## config.mk

```make
export PLATFORM = sky130hd
export DESIGN_NAME = oled_spi_tx
export DESIGN_NICKNAME = d
export VERILOG_FILES = /design/src/rtl/oled_spi_tx.sv
export SDC_FILE = /design/constraint.sdc
export NUM_CORES = 1
export LEC_CHECK = 0
export ABC_AREA = 0
export CAP_MARGIN = 5
export CORE_AREA = 2 2 78 80
export DETAILED_ROUTE_END_ITERATION = 6
export DIE_AREA = 0 0 80 82
export PLACE_DENSITY_LB_ADDON = 0.1
export SLEW_MARGIN = 20
export SYNTH_ARGS = -nofsm -noshare
export SYNTH_HDL_FRONTEND = slang
export SYNTH_SLANG_ARGS = --single-unit
export TNS_END_PERCENT = 5
```

## constraint.sdc

```tcl
create_clock -name i_CLK -period 3.11 [get_ports i_CLK]
set_input_delay 0.622 -clock i_CLK [delete_from_list [all_inputs] [get_ports i_CLK]]
set_output_delay 0.622 -clock i_CLK [all_outputs]
set_load 0.02 [all_outputs]
```

## src/rtl/oled_spi_tx.sv

```systemverilog
// Write-only SPI master for an SSD13xx-style OLED PMOD: a small {DC, byte} FIFO
// feeding a mode-3 serialiser with chip-select framing and fully registered pins.
module oled_spi_tx #(
  parameter int WIDTH        = 8,
  parameter int SCLK_DIVIDER = 20,
  parameter int FIFO_DEPTH   = 4
) (
  input  logic             i_CLK,
  input  logic             i_RST,
  input  logic [WIDTH-1:0] i_DATA,
  input  logic             i_DC,
  input  logic             i_VALID,
  output logic             o_READY,
  output logic             o_IDLE,
  output logic             o_CS,
  output logic             o_MOSI,
  output logic             o_SCK,
  output logic             o_DC
);

  localparam int PTR_W = $clog2(FIFO_DEPTH);
  localparam int CNT_W = PTR_W + 1;
  localparam int DIV_W = (SCLK_DIVIDER > 1) ? $clog2(SCLK_DIVIDER) : 1;
  localparam int BIT_W = (WIDTH > 1) ? $clog2(WIDTH) : 1;

  typedef enum logic [2:0] {
    S_IDLE,
    S_SETUP,
    S_SHIFT_LO,
    S_SHIFT_HI,
    S_HOLD,
    S_GAP
  } state_t;

  state_t             state_q, state_d;
  logic [DIV_W-1:0]   div_q, div_d;
  logic [BIT_W-1:0]   bit_q, bit_d;
  logic [WIDTH-1:0]   data_q, data_d;
  logic [PTR_W-1:0]   wr_ptr_q, wr_ptr_d;
  logic [PTR_W-1:0]   rd_ptr_q, rd_ptr_d;
  logic [CNT_W-1:0]   count_q, count_d;
  logic               dc_q, dc_d;
  logic               cs_q, cs_d;
  logic               sck_q, sck_d;
  logic               mosi_q, mosi_d;
  logic               ready_q, ready_d;
  logic               idle_q, idle_d;
  logic               push, pop, last, frame_active;

  // Each entry is {DC, byte}.
  logic [WIDTH:0]     mem_q [FIFO_DEPTH];

  // NOTE: FIFO storage carries no reset; count and pointers alone decide which
  // entries are valid, so clearing the array would only cost routing.
  always_ff @(posedge i_CLK) begin
    if (push) mem_q[wr_ptr_q] <= {i_DC, i_DATA};
  end

  always_comb begin
    // NOTE: every signal gets a default before the case so no path can infer a latch.
    state_d  = state_q;
    div_d    = div_q;
    bit_d    = bit_q;
    data_d   = data_q;
    dc_d     = dc_q;
    last     = (div_q == DIV_W'(SCLK_DIVIDER - 1));
    push     = i_VALID && (count_q < CNT_W'(FIFO_DEPTH));
    pop      = (state_q == S_IDLE) && (count_q != '0);

    if (state_q != S_IDLE) div_d = last ? '0 : div_q + DIV_W'(1);

    case (state_q)
      S_IDLE: begin
        if (pop) begin
          state_d = S_SETUP;
          div_d   = '0;
          bit_d   = BIT_W'(WIDTH - 1);
          data_d  = mem_q[rd_ptr_q][WIDTH-1:0];
          dc_d    = mem_q[rd_ptr_q][WIDTH];
        end
      end
      S_SETUP:    if (last) state_d = S_SHIFT_LO;
      S_SHIFT_LO: if (last) state_d = S_SHIFT_HI;
      S_SHIFT_HI: begin
        if (last) begin
          if (bit_q != '0) begin
            bit_d   = bit_q - BIT_W'(1);
            state_d = S_SHIFT_LO;
          end else begin
            state_d = S_HOLD;
          end
        end
      end
      S_HOLD:     if (last) state_d = S_GAP;
      S_GAP:      if (last) state_d = S_IDLE;
      default:    state_d = S_IDLE;
    endcase

    wr_ptr_d = push ? wr_ptr_q + PTR_W'(1) : wr_ptr_q;
    rd_ptr_d = pop  ? rd_ptr_q + PTR_W'(1) : rd_ptr_q;
    count_d  = count_q + CNT_W'(push) - CNT_W'(pop);

    // Pins are computed from the next state so the registered outputs line up
    // with the state they belong to, with no extra cycle of lag.
    frame_active = (state_d == S_SETUP) || (state_d == S_SHIFT_LO) ||
                   (state_d == S_SHIFT_HI) || (state_d == S_HOLD);
    cs_d    = !frame_active;
    sck_d   = (state_d != S_SHIFT_LO);
    mosi_d  = frame_active ? data_d[bit_d] : 1'b0;
    ready_d = (count_d < CNT_W'(FIFO_DEPTH));
    idle_d  = (state_d == S_IDLE) && (count_d == '0);
  end

  // NOTE: sequential state uses non-blocking assignments only, so every flop
  // samples the pre-edge values regardless of statement order.
  always_ff @(posedge i_CLK or posedge i_RST) begin
    if (i_RST) begin
      state_q  <= S_IDLE;
      div_q    <= '0;
      bit_q    <= '0;
      data_q   <= '0;
      wr_ptr_q <= '0;
      rd_ptr_q <= '0;
      count_q  <= '0;
      dc_q     <= 1'b0;
      cs_q     <= 1'b1;
      sck_q    <= 1'b1;
      mosi_q   <= 1'b0;
      ready_q  <= 1'b1;
      idle_q   <= 1'b1;
    end else begin
      state_q  <= state_d;
      div_q    <= div_d;
      bit_q    <= bit_d;
      data_q   <= data_d;
      wr_ptr_q <= wr_ptr_d;
      rd_ptr_q <= rd_ptr_d;
      count_q  <= count_d;
      dc_q     <= dc_d;
      cs_q     <= cs_d;
      sck_q    <= sck_d;
      mosi_q   <= mosi_d;
      ready_q  <= ready_d;
      idle_q   <= idle_d;
    end
  end

  assign o_READY = ready_q;
  assign o_IDLE  = idle_q;
  assign o_CS    = cs_q;
  assign o_SCK   = sck_q;
  assign o_MOSI  = mosi_q;
  assign o_DC    = dc_q;

endmodule

```

======== Yosys cells after proc, flatten, opt, wreduce, memory -nomap -nowiden ========
Memory sizes are Yosys's and may differ from the RTL's.
Cells that the tools add are included.
word-level totals
  memories kept ........................... 1
  logic and storage cells ................. 71
  input bits .............................. 12
  bits in registers ....................... 32
  RAM bits ................................ 36
operators by class
  reduce and logical (&&, ||, !) cells .... 14
  add/sub/neg operators ................... 6
  order comparisons ....................... 3
  equal/unequal tests ..................... 11
  muxes and demuxes ....................... 23
memory list
  memory  depth  width  rd ports  clocked after memory_dff  wr ports  line  source
  mem_q   4      9      1         0                         1         51    logic [WIDTH:0] mem_q [FIFO_DEPTH];
operators by type and width
  operator                                                number
  2-to-1 mux 3 bit                                        10
  2-to-1 mux 5 bit                                        4
  case mux 3 bit (6 select lines)                         1
  2-to-1 mux 8 bit                                        2
  == test 3 x 2 -> 1 bit (second input constant)          4
  == test 3 bit (second input constant)                   3
  zero test 3 bit                                         3
  nonzero test 3 bit                                      3
  == test 3 x 1 -> 1 bit (second input constant)          2
  < comparator 3 bit (second input constant)              2
  case mux 3 bit (2 select lines)                         1
  adder 5 x 1 -> 5 bit (second input constant)            1
  == test 5 bit (second input constant)                   1
  adder 2 x 1 -> 2 bit (second input constant)            2
  < comparator 3 x 4 -> 1 bit (second input constant)     1
  2-to-1 mux 1 bit                                        4
  adder 3 x 1 -> 3 bit                                    1
  binary-select mux 1 bit (select 3 bit)                  1
  logical AND 1 bit                                       3
  logical OR 1 bit                                        3
  inequality test 3 x 2 -> 1 bit (second input constant)  1
  subtractor 3 x 1 -> 3 bit                               1
  subtractor 3 x 1 -> 3 bit (second input constant)       1
  AND reduction 2 bit                                     1
  zero test 1 bit                                         1

======== Longest topological paths before layout ========
  depth in word-level cells ............... 9
  mapped depth ............................ 15

======== Worst setup path after synthesis ========
No wires, ideal clock.
  kind .................................... flip-flop to flip-flop
  from .................................... register state_q[2]
  to ...................................... register idle_q (netlist: o_IDLE)
  slack ................................... 0.041 ns
  period minus slack after synthesis ...... 3.069 ns
  arrival time ............................ 2.972 ns
  cell stages (with the launch flop) ...... 16
  required time ........................... 3.013 ns
  cells stage by stage .................... dfrtp_1 > buf_6 > or3_4 > nor2_2 > buf_6 > buf_4 > ha_1 > inv_1 > ha_1 > inv_1 > fa_1 > xor2_1 > xnor2_1 > inv_1 > or3_1 > nor4_1
between the ends
  elaborated cells between the ends (all ways) .. 18
  those cells by class .................... add/sub: 1; eq/ne: 5; mux: 7; reduce/logical: 5
RTL lines
  what                       line  source
  from (decl)                35    state_t state_q, state_d;
  from (signal assigned)     132   state_q <= state_d;
  zero test 3 bit            68    pop = (state_q == S_IDLE) && (count_q != '0);
  logical AND 1 bit          68
  named net pop              48    logic push, pop, last, frame_active;
  subtractor 3 x 1 -> 3 bit  101   count_d = count_q + CNT_W'(push) - CNT_W'(pop);
  named net count_d[2]       41    logic [CNT_W-1:0] count_q, count_d;
  zero test 3 bit            111   idle_d = (state_d == S_IDLE) && (count_d == '0);
  logical AND 1 bit          111
  named net idle_d           47    logic idle_q, idle_d;
  to (signal assigned)       144   idle_q <= idle_d;
  to (decl)                  47
The timed path passes the listed nets, and every way through them passes these cells.
A chain may end at the register's enable or synchronous reset.

======== Worst setup path in the final report ========
  from .................................... register state_q[1]
  to ...................................... register idle_q (netlist: o_IDLE)
between the ends
  elaborated cells between the ends (all ways) .. 18
  those cells by class .................... add/sub: 1; eq/ne: 5; mux: 7; reduce/logical: 5
RTL lines
  what                       line
  zero test 3 bit            68
  logical AND 1 bit          68
  subtractor 3 x 1 -> 3 bit  101
  named net count_d[2]       41
  zero test 3 bit            111
  logical AND 1 bit          111
  named net idle_d           47
The timed path passes the listed nets, and every way through them passes these cells.

==> impl_metrics.csv <==
group,metric,value,unit
status,status,"finished, final reports clean",
sta,final-setup-viol-count,0,
logic_synthesis,synthFlopType,"edfxtp_1",
worst_setup_path,critPathLaunchType,"register",
route,ant_nets,0,
logic_synthesis,ys_seq_area_share,64.42,%
cells_and_area,final_area,3326,um2
power_and_ir_drop,powerDensity,906.2,nW/um2
cells_and_area,drive_gt1_share,22.22,%
cells_and_area,final_cell_mix,"edfxtp_1, dfrtp_1, clkdlybuf4s50_1",
worst_setup_path,cp.arrival,3.16,ns
route,wl,4.602,mm
logic_synthesis,syn-num-nets,209,
clock_tree,clock_latency,0.33,ns
global_route,antenna_found_initial,0,
global_route,grt_pass1_wl,7.859,mm
power_and_ir_drop,switching_share,31.65,%
logic_synthesis,synth_area_leaders,"edfxtp_1, dfrtp_1, mux4_2",
global_route,globalRouteOverflowTotal,0,
route,firstDrtPassIters,4,
worst_setup_path,required,3.34,ns
sta,finalHoldViolCount,0,
logic_synthesis,synth_top_area_share,36.91,%
global_route,track_usage,16.71,%
hold_path,hold_path_class,"register to register",
cells_and_area,final_nets,233,
worst_setup_path,worstPathMaxFanout,9,
clock_tree,tritoncts,"built",
place,io_buffers,17,
clock_tree,clk_pin_slew,0.07,ns
logic_synthesis,ys_warn_count,0,
sta,max_freq,341.8,MHz
job,cap_violations,0,
floorplan,core,5746,um2
cells_and_area,final_common_cell,"edfxtp_1",
clock_tree,cts_resized,0,
sta,period_share,94.06,%
sta,holdWs,0.4996,ns
global_route,grt_max_degree,33,
sta,drv_slew,0,
route,drtIter0Drc,83,
sta,rsz0062_at_grt,"false",
place,dpl_cell_area,3163,um2
clock_tree,cts.sinks,68,
sta,fin_skew,0.008298,ns
global_route,first_global_vias,1591,
logic_synthesis,synth_top_cell_by_area,"edfxtp_1",
power_and_ir_drop,power.total,3014,uW
sta,slew_headroom,54.94,%
place,gp_congestion,0.8089,
route,vias,1564,
worst_setup_path,path_class,"register to register",
logic_synthesis,syn_area_per_cell,15.66,um2
logic_synthesis,async_reset_ff_share,47.06,%
sta,tightest_slew,0.6759,ns
clock_tree,post_cts_buffers,0,
logic_synthesis,synth_cell_types,43,
power_and_ir_drop,leakage,0.001303,uW
logic_synthesis,synth-edff-count,36,
floorplan,io_pins,18,
cells_and_area,insertedDiodeCount,0,
power_and_ir_drop,pwr-share-seq,47.1,%
floorplan,die-area,6560,um2
floorplan,die_y,82,um
logic_synthesis,synthCells,187,
clock_tree,hold_buffers,0,
logic_synthesis,ys_ff_latch,68,
power_and_ir_drop,p_clk_share,19.9,%
route,drcViolationCount,0,
power_and_ir_drop,combPwrFrac,32.9,%
floorplan,die_w,80,um
clock_tree,root_buffer,"clkbuf_8",
power_and_ir_drop,irDropWorstVdd,0.4567,mV
floorplan,initial_core_util,50.98,%
clock_tree,cts_htree_levels,3,
clock_tree,ctsLongestPathBuffers,2,
logic_synthesis,netlist_area,2929,um2
sta,period_minus_slack,2.925,ns
worst_setup_path,end_kind,"register",
floorplan,placementRows,28,
power_and_ir_drop,p_switching,953.9,uW
power_and_ir_drop,power.internal,2060,uW
place,hpwl,3.151,mm
cells_and_area,syn2layout_area_growth,13.54,%
route,routed_via_density,5.375,
clock_tree,cts-buffers-inserted,9,
route,wl_per_cell,15.81,um
-- per-layer routing --
layer / up-vias / part of all wire [%] / track usage (%)
met5: - / 0 / 0
met4: 0 / 1.7 / 9.153
met3: 9 / 2.8 / 3.516
met2: 25 / 51 / 27.42
met1: 797 / 44 / 20.88
li1: 733 / - / -
-- Yosys cell counts (all sizes together), types with 2 or more instances --
cell	count
nor3	5
or3	3
xnor2	3
a21oi	7
dfrtp	28
o21ai	4
xor2	3
nand2b	2
and2b	2
dfstp	4
edfxtp	36
nor2b	2
nor2	7
mux2	10
mux2i	7
and3b	2
buf	9
mux4	9
nand4	3
nand2	7
and2	4
ha	9
inv	10
-- worst max-delay path, cell delays in order (launching register included) --
cell     delay, ns
dfrtp_1       0.46
or3_4         0.40
nor2_2        0.16
ha_1          0.24
inv_1         0.06
ha_1          0.14
inv_1         0.05
fa_1          0.37
xor2_1        0.16
xnor2_1       0.22
inv_1         0.09
or3_1         0.30
nor4_1        0.18
-- registers in the layout, indices dropped and copies added (netlist names) --
signal / flops
bit_q: 3
count_q: 3
data_q: 8
div_q: 5
mem_q: 36
o_CS: 1
o_DC: 1
o_IDLE: 1
o_MOSI: 1
o_READY: 1
o_SCK: 1
rd_ptr_q: 2
state_q: 3
wr_ptr_q: 2
-- final timing paths --
path	from	endpoint	slack [ns]	cells past startpoint
max	state_q[1]	o_IDLE	0.18	12
max reg2reg	state_q[1]	o_IDLE	0.18	12
min	data_q[5]	data_q[5]	0.50	1
min reg2reg	data_q[5]	data_q[5]	0.50	1
min in group asynchronous	i_RST	wr_ptr_q[1]	0.68	3
max in group asynchronous	i_RST	o_CS	2.10	3
-- area by class of cell --
class                   count  area (um2)
clock inverters             3       13.76
fillers                   464        2420
flip-flops and latches     68        1887
clock buffers              13       148.9
well taps                  75       93.84
multi-input cells          99       929.6
inverters                  10       37.54
repair buffers             23       215.2
-- stage by stage --
step | util (%) | setup TNS [ns] | setup slack (ns) | instances
after floorplan | - | 0 | 0.04117 | 187
after global placement | 55.05 | 0 | 0.01812 | 275
after detailed placement | 55.05 | -0.1374 | -0.1374 | 275
after CTS | 57.88 | 0 | 0.1800 | 291
after global routing | 57.88 | 0 | 0.02049 | 291
final | 57.88 | 0 | 0.1846 | 291
-- kinds of logic after synthesis --
family | count (synthesis) | synth area share [%]
flip-flops | 68 | 64.42
buffers and inverters | 20 | 3.844
multiplexers | 26 | 13.16
XOR/XNOR | 6 | 1.794
adder cells (fa/ha/maj) | 10 | 4.528
AO/OA/AOI/OAI | 16 | 3.760
AND/OR/NAND/NOR | 41 | 8.501
-- power groups by stage --
stage | sequential (uW) | clock (uW) | combinational, uW
2_1_floorplan | 1370 | 0 | 776
3_3_place_gp | 1430 | 0 | 953
3_5_place_dp | 1450 | 0 | 1000
4_1_cts | 1430 | 617 | 1010
5_1_grt | 1460 | 656 | 1100
6_report | 1420 | 601 | 992
No activity file was read; power rests on OpenSTA's default activity.
==> RTL edit, RTL diff (config.mk and constraints unchanged) <==
Reset style: synchronous (`i_RST`), changed in one clocked block.
--- a/src/rtl/oled_spi_tx.sv
+++ b/src/rtl/oled_spi_tx.sv
@@ -113,7 +113,7 @@
 
   // NOTE: sequential state uses non-blocking assignments only, so every flop
   // samples the pre-edge values regardless of statement order.
-  always_ff @(posedge i_CLK or posedge i_RST) begin
+  always_ff @(posedge i_CLK) begin
     if (i_RST) begin
       state_q  <= S_IDLE;
       div_q    <= '0;
Behaviour: differs if i_RST is asserted again (counterexample within 4 cycles, from zero or initial values and one cycle with i_RST high); with i_RST held inactive, the same outputs for 10 cycles.
==> RTL edit against the unedited design <==
Sequential cell count rose by 2; setup slack improved by 0.042 ns; fmax increased by 1.5%; wire length grew 7.7%; cell area grew 3.3%; area after synthesis is 0.30% lower; non-clock buffer count unchanged; power increased by 5.3%.
==> RTL edit: results (changes against the unedited design) <==
{| class="wikitable"
! Metric !! Value
|-
| Share of final-layout standard cells stronger than drive strength 1 || 0.163 (-0.0589)
|-
| Final RePlAce weighted congestion || 0.889 (+9.9%)
|-
| GR met1 Demand/Resource || 0.200 (-0.00920)
|-
| Placed cell area || 3180 um2 (+0.44%)
|-
| Upper clock frequency limit || 0.347 GHz (+1.5%)
|-
| Combinational cell fraction of total power || 0.303 (-0.026)
|-
| Post-layout net count || 268 (+15%)
|-
| Share of the synthesized area in compound gates (AO/OA/AOI/OAI) || 0.0613 (+0.0237)
|-
| Xor and xnor area share after synthesis || 0.0180 (+0.0000538)
|-
| Leakage power || 1.27 nW (-2.2%)
|-
| Worst-case clock skew || 0.00423 ns (-0.00407 ns)
|-
| Count of distinct cell types in the synthesized netlist || 51 (+19%)
|-
| Maximum number of pins on one net before global-route repair || 28 (-15%)
|-
| Met3 global-route usage || 0.0396 (+0.00440)
|-
| Max_slew headroom || 0.591 (+0.0421)
|-
| GR Util All Layers || 0.170 (+0.00281)
|-
| Crit path capture || o_IDLE
|-
| Startpoint of the worst hold path || o_DC
|-
| Met2 wire length || 2.44 mm (+3.2%)
|-
| Share of synthesized cell area in full adder, half adder and majority cells || 0.0454 (+0.000136)
|-
| Worst reg2reg startpoint || state_q[1]
|-
| CP max stage cell || sky130_fd_sc_hd__or3_1
|-
| Hold EP || o_DC
|-
| Post-Syn Nets || 245 (+17%)
|-
| Detailed Route Iter0 Violations || 64 (-23%)
|-
| Internal Pwr Total || 2.24 mW (+8.8%)
|-
| Worst setup timing slack at the placement stage || 0.0680 ns (+0.205 ns)
|-
| Outcome || finished, final reports clean
|}
[RTL edit: worst reg2reg max path, delay by kind of cell (launching register included)]
kind	cells	cell delay, ns
xor gates and xnor gates	2	0.32
adders and majority gates	3	0.73
and+or+nand+nor	3	1.05
AOI/OAI and AO/OA	1	0.14
buffers and inverters	3	0.20
DFF	1	0.39
[RTL edit: layout make-up]
| type | instances | area (um2) | area share |
|---|---|---|---|
| clock inverter | 7 | 136 | 0.0397 |
| clock buffer | 9 | 124 | 0.0360 |
| timing repair buffer | 23 | 215 | 0.0626 |
| tap | 75 | 93.8 | 0.0273 |
| multi-input combinational | 131 | 1060 | 0.310 |
| inverter | 11 | 41.3 | 0.0120 |
| sequential | 70 | 1760 | 0.513 |
[RTL edit: metrics by stage]
step	total power, mW	cells	util
finish	3.17	326	0.598
global route	3.35	326	0.598
CTS	3.20	326	0.598
detailed placement	2.26	310	0.553
global placement	2.21	310	0.553
floorplan	2.00	223	-
